`config.mk`:
```
export PLATFORM = sky130hd
export DESIGN_NAME = fluid_dispense_ctrl
export DESIGN_NICKNAME = d
export VERILOG_FILES = /design/src/rtl/fluid_ctrl_pkg.sv /design/src/rtl/fluid_dispense_ctrl_step_timer.sv /design/src/rtl/fluid_dispense_ctrl.sv
export SDC_FILE = /design/constraint.sdc
export NUM_CORES = 1
export LEC_CHECK = 0
export ABC_AREA = 1
export CORE_UTILIZATION = 49
export CTS_CLUSTER_DIAMETER = 60
export CTS_CLUSTER_SIZE = 25
export DETAILED_ROUTE_END_ITERATION = 10
export GPL_TIMING_DRIVEN = 0
export MAX_ROUTING_LAYER = met4
export PLACE_DENSITY_LB_ADDON = 0.05
export SETUP_SLACK_MARGIN = 0.2
export SLEW_MARGIN = 20
export SYNTH_ARGS = -nofsm -noshare
export SYNTH_HDL_FRONTEND = slang
export SYNTH_SLANG_ARGS = --single-unit
```
`constraint.sdc`:
```
create_clock -name clk -period 1.8 [get_ports clk]
set_input_delay 0.18 -clock clk [delete_from_list [all_inputs] [get_ports clk]]
set_output_delay 0.18 -clock clk [all_outputs]
set_load 0.05 [all_outputs]
```
`src/rtl/fluid_ctrl_pkg.sv`:
```
// Shared types and default timing constants for the fluid dispense controller.
// Combinational definitions only; no latency, no flow control.
// Imported by the controller top and its step timer.
package fluid_ctrl_pkg;

    typedef enum logic [2:0] {
        IDLE    = 3'd0,
        PRIME   = 3'd1,
        PUMP    = 3'd2,
        SETTLE  = 3'd3,
        COLLECT = 3'd4,
        DONE    = 3'd5
    } state_t;

    localparam int DEF_STEP_DIV    = 4;
    localparam int DEF_SETTLE_CYC  = 16;
    localparam int DEF_COLLECT_CYC = 8;
    localparam int DEF_VOL_W       = 8;

    function automatic int max2(input int a, input int b);
        return (a > b) ? a : b;
    endfunction

endpackage

```
`src/rtl/fluid_dispense_ctrl_step_timer.sv`:
```
// Pump step divider: counts 0..STEP_DIV-1 while enabled, pulses step on the last count.
// Step is registered; it is high in the cycle the divider holds STEP_DIV-1.
// No backpressure; clr dominates en and parks the divider at zero.
module step_timer
    import fluid_ctrl_pkg::*;
#(
    parameter int STEP_DIV = DEF_STEP_DIV
) (
    input  logic clk,
    input  logic rst,
    input  logic en,
    input  logic clr,
    output logic step
);

    localparam int DIV_W = (STEP_DIV > 1) ? $clog2(STEP_DIV) : 1;
    localparam logic [DIV_W-1:0] LAST = DIV_W'(STEP_DIV - 1);

    logic [DIV_W-1:0] div;
    logic [DIV_W-1:0] div_nxt;

    // en/clr describe the coming cycle, so the pulse can be a flop output.
    always_comb begin
        div_nxt = div;
        if (clr) begin
            div_nxt = '0;
        end else if (en) begin
            div_nxt = (div == LAST) ? '0 : div + DIV_W'(1);
        end
    end

    always_ff @(posedge clk or posedge rst) begin
        if (rst) begin
            div  <= '0;
            step <= 1'b0;
        end else begin
            div  <= div_nxt;
            step <= en && !clr && (div_nxt == LAST);
        end
    end

endmodule

```
`src/rtl/fluid_dispense_ctrl.sv`:
```
// Microfluidic dispense sequencer: prime, pump vol steps, settle, collect, done.
// All outputs registered; first output change one cycle after an accepted start.
// No backpressure; start is ignored while busy, abort cancels any active run.
module fluid_dispense_ctrl
    import fluid_ctrl_pkg::*;
#(
    parameter int STEP_DIV    = DEF_STEP_DIV,
    parameter int SETTLE_CYC  = DEF_SETTLE_CYC,
    parameter int COLLECT_CYC = DEF_COLLECT_CYC,
    parameter int VOL_W       = DEF_VOL_W
) (
    input  logic             clk,
    input  logic             rst,
    input  logic             start,
    input  logic [VOL_W-1:0] vol,
    input  logic             abort,
    output logic             inlet_valve,
    output logic             pump_step,
    output logic             outlet_valve,
    output logic             busy,
    output logic             done,
    output logic             err
);

    localparam int CNT_MAX = max2(SETTLE_CYC, COLLECT_CYC);
    localparam int CNT_W   = $clog2(CNT_MAX + 1);

    state_t           state;
    state_t           state_nxt;
    logic [VOL_W-1:0] rem;
    logic [VOL_W-1:0] rem_nxt;
    logic [CNT_W-1:0] cnt;
    logic [CNT_W-1:0] cnt_nxt;
    logic             err_nxt;
    logic             tmr_en;
    logic             tmr_clr;

    step_timer #(
        .STEP_DIV (STEP_DIV)
    ) u_step_timer (
        .clk  (clk),
        .rst  (rst),
        .en   (tmr_en),
        .clr  (tmr_clr),
        .step (pump_step)
    );

    always_comb begin
        state_nxt = state;
        err_nxt   = 1'b0;
        case (state)
            IDLE: begin
                if (start && !abort) begin
                    if (vol != '0) state_nxt = PRIME;
                    else           err_nxt   = 1'b1;
                end
            end
            PRIME:   state_nxt = PUMP;
            // pump_step marks the last divider cycle; rem counts steps still owed.
            PUMP:    if (pump_step && rem == VOL_W'(1)) state_nxt = SETTLE;
            SETTLE:  if (cnt == CNT_W'(SETTLE_CYC - 1)) state_nxt = COLLECT;
            COLLECT: if (cnt == CNT_W'(COLLECT_CYC - 1)) state_nxt = DONE;
            DONE:    state_nxt = IDLE;
            default: state_nxt = IDLE;
        endcase
        if (abort && state != IDLE) begin
            state_nxt = IDLE;
            err_nxt   = 1'b1;
        end
    end

    always_comb begin
        rem_nxt = rem;
        if (state_nxt == IDLE) begin
            rem_nxt = '0;
        end else if (state == IDLE && state_nxt == PRIME) begin
            rem_nxt = vol;
        end else if (state == PUMP && pump_step) begin
            rem_nxt = rem - VOL_W'(1);
        end

        cnt_nxt = '0;
        if (state_nxt == state && (state == SETTLE || state == COLLECT)) begin
            cnt_nxt = cnt + CNT_W'(1);
        end

        tmr_en  = (state_nxt == PUMP);
        tmr_clr = (state != PUMP);
    end

    always_ff @(posedge clk or posedge rst) begin
        if (rst) begin
            state        <= IDLE;
            rem          <= '0;
            cnt          <= '0;
            inlet_valve  <= 1'b0;
            outlet_valve <= 1'b0;
            busy         <= 1'b0;
            done         <= 1'b0;
            err          <= 1'b0;
        end else begin
            state        <= state_nxt;
            rem          <= rem_nxt;
            cnt          <= cnt_nxt;
            inlet_valve  <= (state_nxt == PRIME) || (state_nxt == PUMP);
            outlet_valve <= (state_nxt == COLLECT);
            busy         <= (state_nxt != IDLE) && (state_nxt != DONE);
            done         <= (state_nxt == DONE);
            err          <= err_nxt;
        end
    end

endmodule

```
== Word-level counts from Yosys, hierarchy flattened ==
Cells that the tools add are included.

* Output and inout port bits: 6
* Input bits: 12
* Word-level logic and storage cells: 66
* Flip-flop bits (word level): 24

* Equality and inequality tests: 16
* Reductions and logical operators: 19
* Muxes and demuxes: 18
* Add/subtract/negate cells: 3

{| class="wikitable"
|+ Operator list
! cell !! count
|-
| $mux W8 || 3
|-
| $mux W3 || 6
|-
| $pmux W3 S5 || 1
|-
| $eq A3 B2 Y1 const B || 3
|-
| $eq A3 B3 Y1 const B || 3
|-
| $logic_and A1 B1 Y1 || 9
|-
| $reduce_bool A3 Y1 || 3
|-
| $eq A8 B1 Y1 const B || 1
|-
| $reduce_bool A8 Y1 || 1
|-
| $sub A8 B1 Y8 const B || 1
|-
| $eq A3 B1 Y1 const B || 2
|-
| $logic_not A3 Y1 || 2
|-
| $mux W2 || 3
|-
| $add A5 B1 Y5 const B || 1
|-
| $eq A5 B3 Y1 const B || 1
|-
| $eq A5 B4 Y1 const B || 1
|-
| $mux W5 || 1
|-
| $eq A2 B2 Y1 const B || 2
|-
| $mux W1 || 4
|-
| $eq A3 B3 Y1 || 1
|-
| $ne A3 B2 Y1 const B || 1
|-
| $ne A3 B3 Y1 const B || 1
|-
| $add A2 B1 Y2 const B || 1
|-
| $logic_not A1 Y1 || 2
|-
| $logic_or A1 B1 Y1 || 2
|}

== Longest topological paths before layout ==
* Depth in word-level cells: 10
* Gate-level depth with buffers: 12
* Gate-level depth less buffers: 12

== Modules after synthesis ==
Synthesis repeated with hierarchy kept, for this count alone.

* Cell total of the unflattened synthesis: 188
* Area total of the unflattened synthesis: 1431.4 µm²

{| class="wikitable"
|+ By module, submodules not included
! module !! times used !! area each (µm²) !! seq. area each (µm²) !! cells an instance
|-
| fluid_dispense_ctrl || 1 || 1285.0 || 525.5 || 172
|-
| step_timer || 1 || 146.4 || 75.1 || 16
|}

== Worst setup path before layout ==
Ideal clock, no wire load.

* Kind: reg2reg
* From: register cnt[0]
* To: register cnt[2]
* Required time: 1680 ps
* Setup time: 120 ps
* Period minus slack after synthesis: 1746 ps
* Stages on the path, launching flop included: 12
* Setup slack: 54 ps
* Data arrival time: 1626 ps
* Buffers on the path: 0
* Cells stage by stage: dfrtp_1 > ha_1 > nand2_1 > nor2_1 > ha_1 > inv_1 > o31ai_1 > nand2_2 > xor2_1 > clkinv_1 > nand3_2 > nor2_1

* Cells in the longest elaborated chain, start to end: 7
* Elaborated cells between the ends (all ways): 10
* Those cells by class: add/sub: 1; eq/ne: 3; mux: 5; reduce/logical: 1

{| class="wikitable"
|+ Ends and longest elaborated chain
! what !! RTL line !! RTL
|-
| from (decl) || fluid_dispense_ctrl.sv:32 || <nowiki>logic [CNT_W-1:0] cnt;</nowiki>
|-
| from (signal assigned) || fluid_dispense_ctrl.sv:104 || <nowiki>cnt <= cnt_nxt;</nowiki>
|-
| $eq A5 B3 Y1 / $eq A5 B4 Y1 (equally long branches) || fluid_dispense_ctrl.sv:62, fluid_dispense_ctrl.sv:61 ||
|-
| $mux W3 (on tied branches) || fluid_dispense_ctrl.sv:62, fluid_dispense_ctrl.sv:61 ||
|-
| $pmux W3 S5 || fluid_dispense_ctrl.sv:51 || <nowiki>case (state)</nowiki>
|-
| $mux W3 || fluid_dispense_ctrl.sv:66 || <nowiki>if (abort && state != IDLE) begin</nowiki>
|-
| $eq A3 B3 Y1 || fluid_dispense_ctrl.sv:83 || <nowiki>if (state_nxt == state && (state == SETTLE || state == COLLECT)) begin</nowiki>
|-
| $logic_and A1 B1 Y1 || fluid_dispense_ctrl.sv:83 ||
|-
| $mux W5 (*) || fluid_dispense_ctrl.sv:83 ||
|-
| named net cnt_nxt[2] || fluid_dispense_ctrl.sv:33 || <nowiki>logic [CNT_W-1:0] cnt_nxt;</nowiki>
|}

The timed path passes the listed nets; every way through them passes the cells marked *.
A chain may end at the register's enable or synchronous reset.

== Final worst setup path ==
* From: register cnt[0]
* To: register cnt[1]

The elaborated chain is that of the path after synthesis.

==> results <==
-- report_power, final --
group	leakage [uW]	total [uW]	switching [uW]	internal (uW)
combinational	0.000636	446	257	188
sequential	0.000328	598	28.3	569
clock	0.0000210	283	159	123
total	0.000985	1330	445	881
-- critical path, delay by kind of cell, from the launching register on --
family	cells	cell delay [ns]
xor+xnor	1	0.17
buf+inv	2	0.12
fa+ha+maj	2	0.39
flops	1	0.39
simple gates	5	0.48
compound gates	1	0.19
-- flip-flops by register name, summed over array words and instances, names as in the netlist --
signal,flops
inlet_valve,1
done,1
cnt,5
u_step_timer.div,2
err,1
rem,8
state,3
u_step_timer.step,1
outlet_valve,1
busy,1
-- metal layers --
metal | share of wire, % | GRT usage, % | vias up
li1 | - | - | 661
met1 | 46 | 27.3 | 607
met2 | 52 | 38.0 | 20
met3 | 2.3 | 2.49 | 0
met4 | 0 | 6.62 | 0
met5 | 0 | - | -
-- layout make-up --
cell class | count | share of cell area (%)
well taps | 31 | 2.02
flip-flops and latches | 24 | 31.3
multi-input cells | 129 | 43.0
repair buffers | 28 | 14.2
plain buffers | 3 | 1.30
inverters | 32 | 6.25
clock buffers | 4 | 1.89
-- path summary, 6_finish.rpt --
| kind | endpoint | slack (ns) | depth (start not counted) |
|---|---|---|---|
| hold reg to reg | rem[0] | 0.58 | 2 |
| min in group clk | err | 0.53 | 3 |
| setup / recovery | cnt[1] | -0.02 | 11 |
| setup reg to reg | cnt[1] | -0.02 | 11 |
| max in group asynchronous | u_step_timer.step | 0.85 | 2 |
| hold / removal | state[2] | 0.35 | 2 |
-- cell families (layout without fill, tap and decap cells) --
group / Yosys count / count (layout) / share of synthesized area (%)
AND/OR/NAND/NOR: 94 / 94 / 31.7
buffers and inverters: 35 / 67 / 9.71
flip-flops: 24 / 24 / 40.2
AO/OA/AOI/OAI: 22 / 22 / 9.46
XOR/XNOR: 8 / 8 / 4.69
adder cells (fa/ha/maj): 5 / 5 / 4.19
-- cell usage in the layout (no fill, tap or decap), drive strengths merged --
| master | count |
|---|---|
| a21oi | 2 |
| and2 | 1 |
| buf | 14 |
| clkbuf | 4 |
| clkdlybuf4s50 | 11 |
| dfrtp | 24 |
| dlygate4sd2 | 6 |
| ha | 5 |
| inv | 32 |
| nand2 | 40 |
| nand3 | 10 |
| nand4 | 9 |
| nor2 | 32 |
| nor3 | 2 |
| o211ai | 8 |
| o21ai | 11 |
| o31ai | 1 |
| xnor2 | 5 |
| xor2 | 3 |
-- timing repair --
| action | CTS | global route |
|---|---|---|
| setup endpoints to repair | 26 | 22 |
| gates resized for setup | 18 | 12 |
| endpoints found under the hold margin | 0 | 0 |
| pin swaps | 13 | 9 |
| setup buffers | 8 | 3 |
-- through the flow --
step           hold slack, ns  std cells  cell area [um2]  setup WS [ns]
6_report                0.345        251             1920        -0.0223
5_1_grt                 0.453        251             1920         -0.150
4_1_cts                 0.372        248             1840        -0.0495
3_5_place_dp            0.471        236             1710         -0.113
3_3_place_gp            0.453        236             1710        -0.0502
2_1_floorplan           0.195        188             1510         0.0949
==> results summary <==
The final layout net count came out at around 240. The number of buffers created by CTS came out at 3. Entering global routing, the biggest net connects 25 pins. By count the netlist is led by sky130_fd_sc_hd__nand2_1, sky130_fd_sc_hd__nor2_1, sky130_fd_sc_hd__inv_1.

Yosys mapped the design onto 28 distinct sky130hd cell types. The net count of the mapped netlist is approximately 210. The tool flagged a number of max-cap violations equal to 0. The CTS tree is done.

The endpoint required time on the critical path is about 2.1 ns. The final reports fail on DRC, setup timing. The clock tree skew after final layout is between 0.008 and 0.009 ns. The area occupied by multi-input gates came out at around 830 um2.

The slowest stage of the critical path is the sky130_fd_sc_hd__dfrtp_1 cell. The number of detailed-route iterations in the first pass is 8. The synthesized area divided by synthesized cell count is a little under 8 um2. Sorting the synthesized cells by area gives the leading types as sky130_fd_sc_hd__dfrtp_1, sky130_fd_sc_hd__nand2_1, sky130_fd_sc_hd__nor2_1, sky130_fd_sc_hd__inv_1, sky130_fd_sc_hd__ha_1.

Fill cells in the final layout number around 230. In this run the core area contains 19 standard-cell rows. Setup repair after global routing could not meet its margin everywhere.

The H-tree depth is 1. The count of nets left with antenna violations once routing finished came out at 0. The final setup violation count is 6. The half-perimeter wire length after detailed placement came out at ~2.3 mm.

The async set or reset register ratio after synthesis is 100%. In the post-synthesis netlist, the cell with the most instances is sky130_fd_sc_hd__nand2_1. The area fraction of the dominant cell type after synthesis is 40.2%. The worst-case IR drop observed on VDD is roughly 0.5 mV. For the finished layout, the period the worst path requires is roughly 1.8 ns.

The global-route usage over all layers is roughly 22%. 0 antenna diodes ended up in the layout. The final core utilization came out at about two thirds.

The die outline area came out at about 0.0033 mm2. The number of cells produced by synthesis came out at 188. The final global-route overflow total came out at 0. The worst setup path is captured at a flip-flop. The layout overhead on the synthesized area is 28.6%. The first-pass GRT wire length is ~5.4 mm. The share of layout cells above drive strength 1 came out at between 20% and 30%. Headroom to the max-slew limit came out at 40.0%. The vias per cell came out at 5.13.

The number of DRC markers in iteration 0 is 46. The port buffer count is 17. The run finished, with violations left. For this run, design rule violations remaining after detail routing come to 2. The netlist area before placement is 0.00149 mm2. The number of warning messages in the yosys log came out at 0. The clock latency of the later-clocked register in the worst-skew pair is between 0.3 and 0.4 ns. The largest total area in the synthesized netlist belongs to sky130_fd_sc_hd__dfrtp_1.

The combined flip-flop and latch cell area came out at between 600 and 700 um2. STA classifies the critical path startpoint as a flip-flop. Total power for the finished layout comes to approximately 1300 uW. The critical path is of the flip-flop to flip-flop type.

The critical path goes through ha_2 > nand2_2 > nor2_2 > ha_2 > inv_2 > o31ai_2 > nand2_2 > xor2_1 > inv_2 > nand3_4 > nor2_1. From bottom edge to top edge, the die measures ~57 um. The worst register-to-register path begins at cnt[0]. The clock-pin slew reported for the worst setup and hold paths after clock tree synthesis is 0.13 ns. The slack of the critical path came out at -0.0223 ns. For this run, the leading register cell type out of synthesis is sky130_fd_sc_hd__dfrtp_1. In this run the clock root is driven by a sky130_fd_sc_hd__clkbuf_4.

The synthesis-stage register bit count is 24. For the pin with the worst max-slew slack, the measured transition is 0.898 ns. The floorplan step set the die width to 57.2 um. The number of sinks on the clock net came out at 24. The upper clock frequency limit is between 500 and 600 MHz. The critical path starts at cnt[0]. In this run the power density over the cells is a little under 700 mW/mm2. The post-route setup TNS came out at -0.0637 ns.

The path class of the tightest hold or removal check is input pin to async pin. The via count of the first global-routing pass is 1,234. The standard cell core area is around 0.0028 mm2. The total count of hold-check failures in the final report is 0. Of the synthesized area, sequential elements account for 40.2%. The via total after detailed routing is 1,288. For this run, the slowest stage of the critical path takes 0.39 ns.

The number of buffers inserted by hold repair at cts came out at 0. The count of pins over their slew limit is 0. Along the worst path, the maximum fanout reaches 5.

The signal arrival time at the worst endpoint came out at around 2.1 ns. The analysis attributes to cell leakage a power of between 0.0009 and 0.001 uW. The initial antenna violation count is 0.

In this run, synthesis inferred 0 flip-flops with an integrated enable. The initial standard-cell utilization of the core is between 50 and 60%. Of the available clock period, the critical path in the final layout requires 101%. The clock passes through at most 2 buffers. The final weighted congestion in routability-driven placement came out at 0.860. The number of top-level design ports is 18. Dividing the detail-routed wire length by the instance count gives around 13 um. For this block, the routed nets add up to ~3.2 mm of wire.
(Power assumes the default switching activity.)
==> edit (same settings) <==
The package constant `DEF_VOL_W` goes from 8 to 12.
--- a/src/rtl/fluid_ctrl_pkg.sv
+++ b/src/rtl/fluid_ctrl_pkg.sv
@@ -15,7 +15,7 @@
     localparam int DEF_STEP_DIV    = 4;
     localparam int DEF_SETTLE_CYC  = 16;
     localparam int DEF_COLLECT_CYC = 8;
-    localparam int DEF_VOL_W       = 8;
+    localparam int DEF_VOL_W       = 12;
 
     function automatic int max2(input int a, input int b);
         return (a > b) ? a : b;
Interface: changed (resized vol); port bits go from 18 to 22. No check against the original RTL was run, so the function may have changed too.
==> edit against the unedited design <==
The run ends with negative setup slack left. Synthesized area rose by 25%. Sequential share of layout area shrank 1.6 points. Wire length is 43% higher. Final cell count grew 29%. Die area is 24% higher. Design area up 23%. Sequential cell count is 4 higher. Power grew 36%. Setup slack worse by 0.079 ns.
==> edit: results <==
[status]
outcome = complete, but fails checks
violations = negative setup slack

[layout]
fill_cells = 336
reg_top3 = rem (12), cnt (5), state (3)
nNetsFinal = 298

[routing]
drtIter0Drc = 162
wirelength_met1_mm = 2.16
wl_mm = 4.58
wl_met2_mm = 2.10

[global_route]
grt_pass1_wl_mm = 7.80
use_met3_pct = 3.80
use_met2_pct = 40.2
track_usage_pct = 25.8
grt_max_degree = 29

[power]
max-vdd-ir-drop_v = 0.000621
p_int_mw = 1.15
power_leakage_nw = 1.16

[synthesis]
yosysSeqAreaShare_pct = 37.7
ys_types = 35
synth_area_per_cell_um2 = 7.72
synthXorXnorAreaFrac_pct = 3.77
synth_commonest_cells = 60 x nand2_1, 36 x nor2_1, 28 x dfrtp_1, 22 x inv_1, 13 x nand4_1
synth_area_leaders = dfrtp_1 38%, nand2_1 12%, nor2_1 7.3%, o211ai_2 4.7%, inv_1 4.4%
synth_compound_area_share_pct = 11.6

[placed_design]
dp_slack_ns = -0.207
placed_area_mm2 = 0.00214
hpwl_mm = 2.99
portBuffers = 21
dp.cells = 310

[sta]
setup_viol = 20
finalWorstSetupSlack_ns = -0.101

[worst_setup_path]
worstPathMaxFanout = 10

[cts]
clk_pin_slew_worst_paths_ns = 0.10
[edit: area by class of cell]
type                    instances  share of cell area [%]
plain buffers                   8                    2.49
clock buffers                   4                    2.33
inverters                      26                    4.13
multi-input cells             179                    45.5
flip-flops and latches         28                    29.7
well taps                      48                    2.54
repair buffers                 31                    13.3
[edit: cell families after synthesis]
logic type,Yosys count
and+or+nand+nor,140
buffers and inverters,34
AOI/OAI and AO/OA,26
xor gates and xnor gates,8
DFF,28
adders and majority gates,5
[edit: path summary, 6_finish.rpt]
check,from,endpoint,slack [ns],cells after the start
setup / recovery,cnt[0],rem[9],-0.10,11
hold / removal,rst,rem[0],0.28,2
setup reg to reg,cnt[0],rem[9],-0.10,11
hold reg to reg,u_step_timer.div[1],u_step_timer.div[1],0.55,2
max in group asynchronous,rst,state[0],1.10,2
min in group clk,start,err,0.53,3
[edit: what timing repair did]
action / in CTS / in global routing
setup endpoints to repair: 28 / 26
pin swaps: 9 / 5
cloned: 1 / 0
setup buffers: 7 / 2
gates resized for setup: 17 / 9
[edit: power by group through the flow]
stage | combinational, mW | clock (mW) | sequential [mW]
after floorplan | 0.428 | 0 | 0.746
after global placement | 0.603 | 0 | 0.720
after detailed placement | 0.605 | 0 | 0.719
after CTS | 0.678 | 0.405 | 0.707
after global routing | 0.787 | 0.426 | 0.715
final | 0.699 | 0.390 | 0.709
[edit: worst reg2reg max path, stage by stage (launching register included)]
cell and delay, ns:
dfrtp_1 0.39, ha_2 0.20, and3_4 0.19, ha_4 0.15, nor2_2 0.04, nor2_1 0.12
nand3_2 0.11, nand2_4 0.10, nand3_4 0.15, buf_8 0.20, nand4_1 0.08, nand2_1 0.07
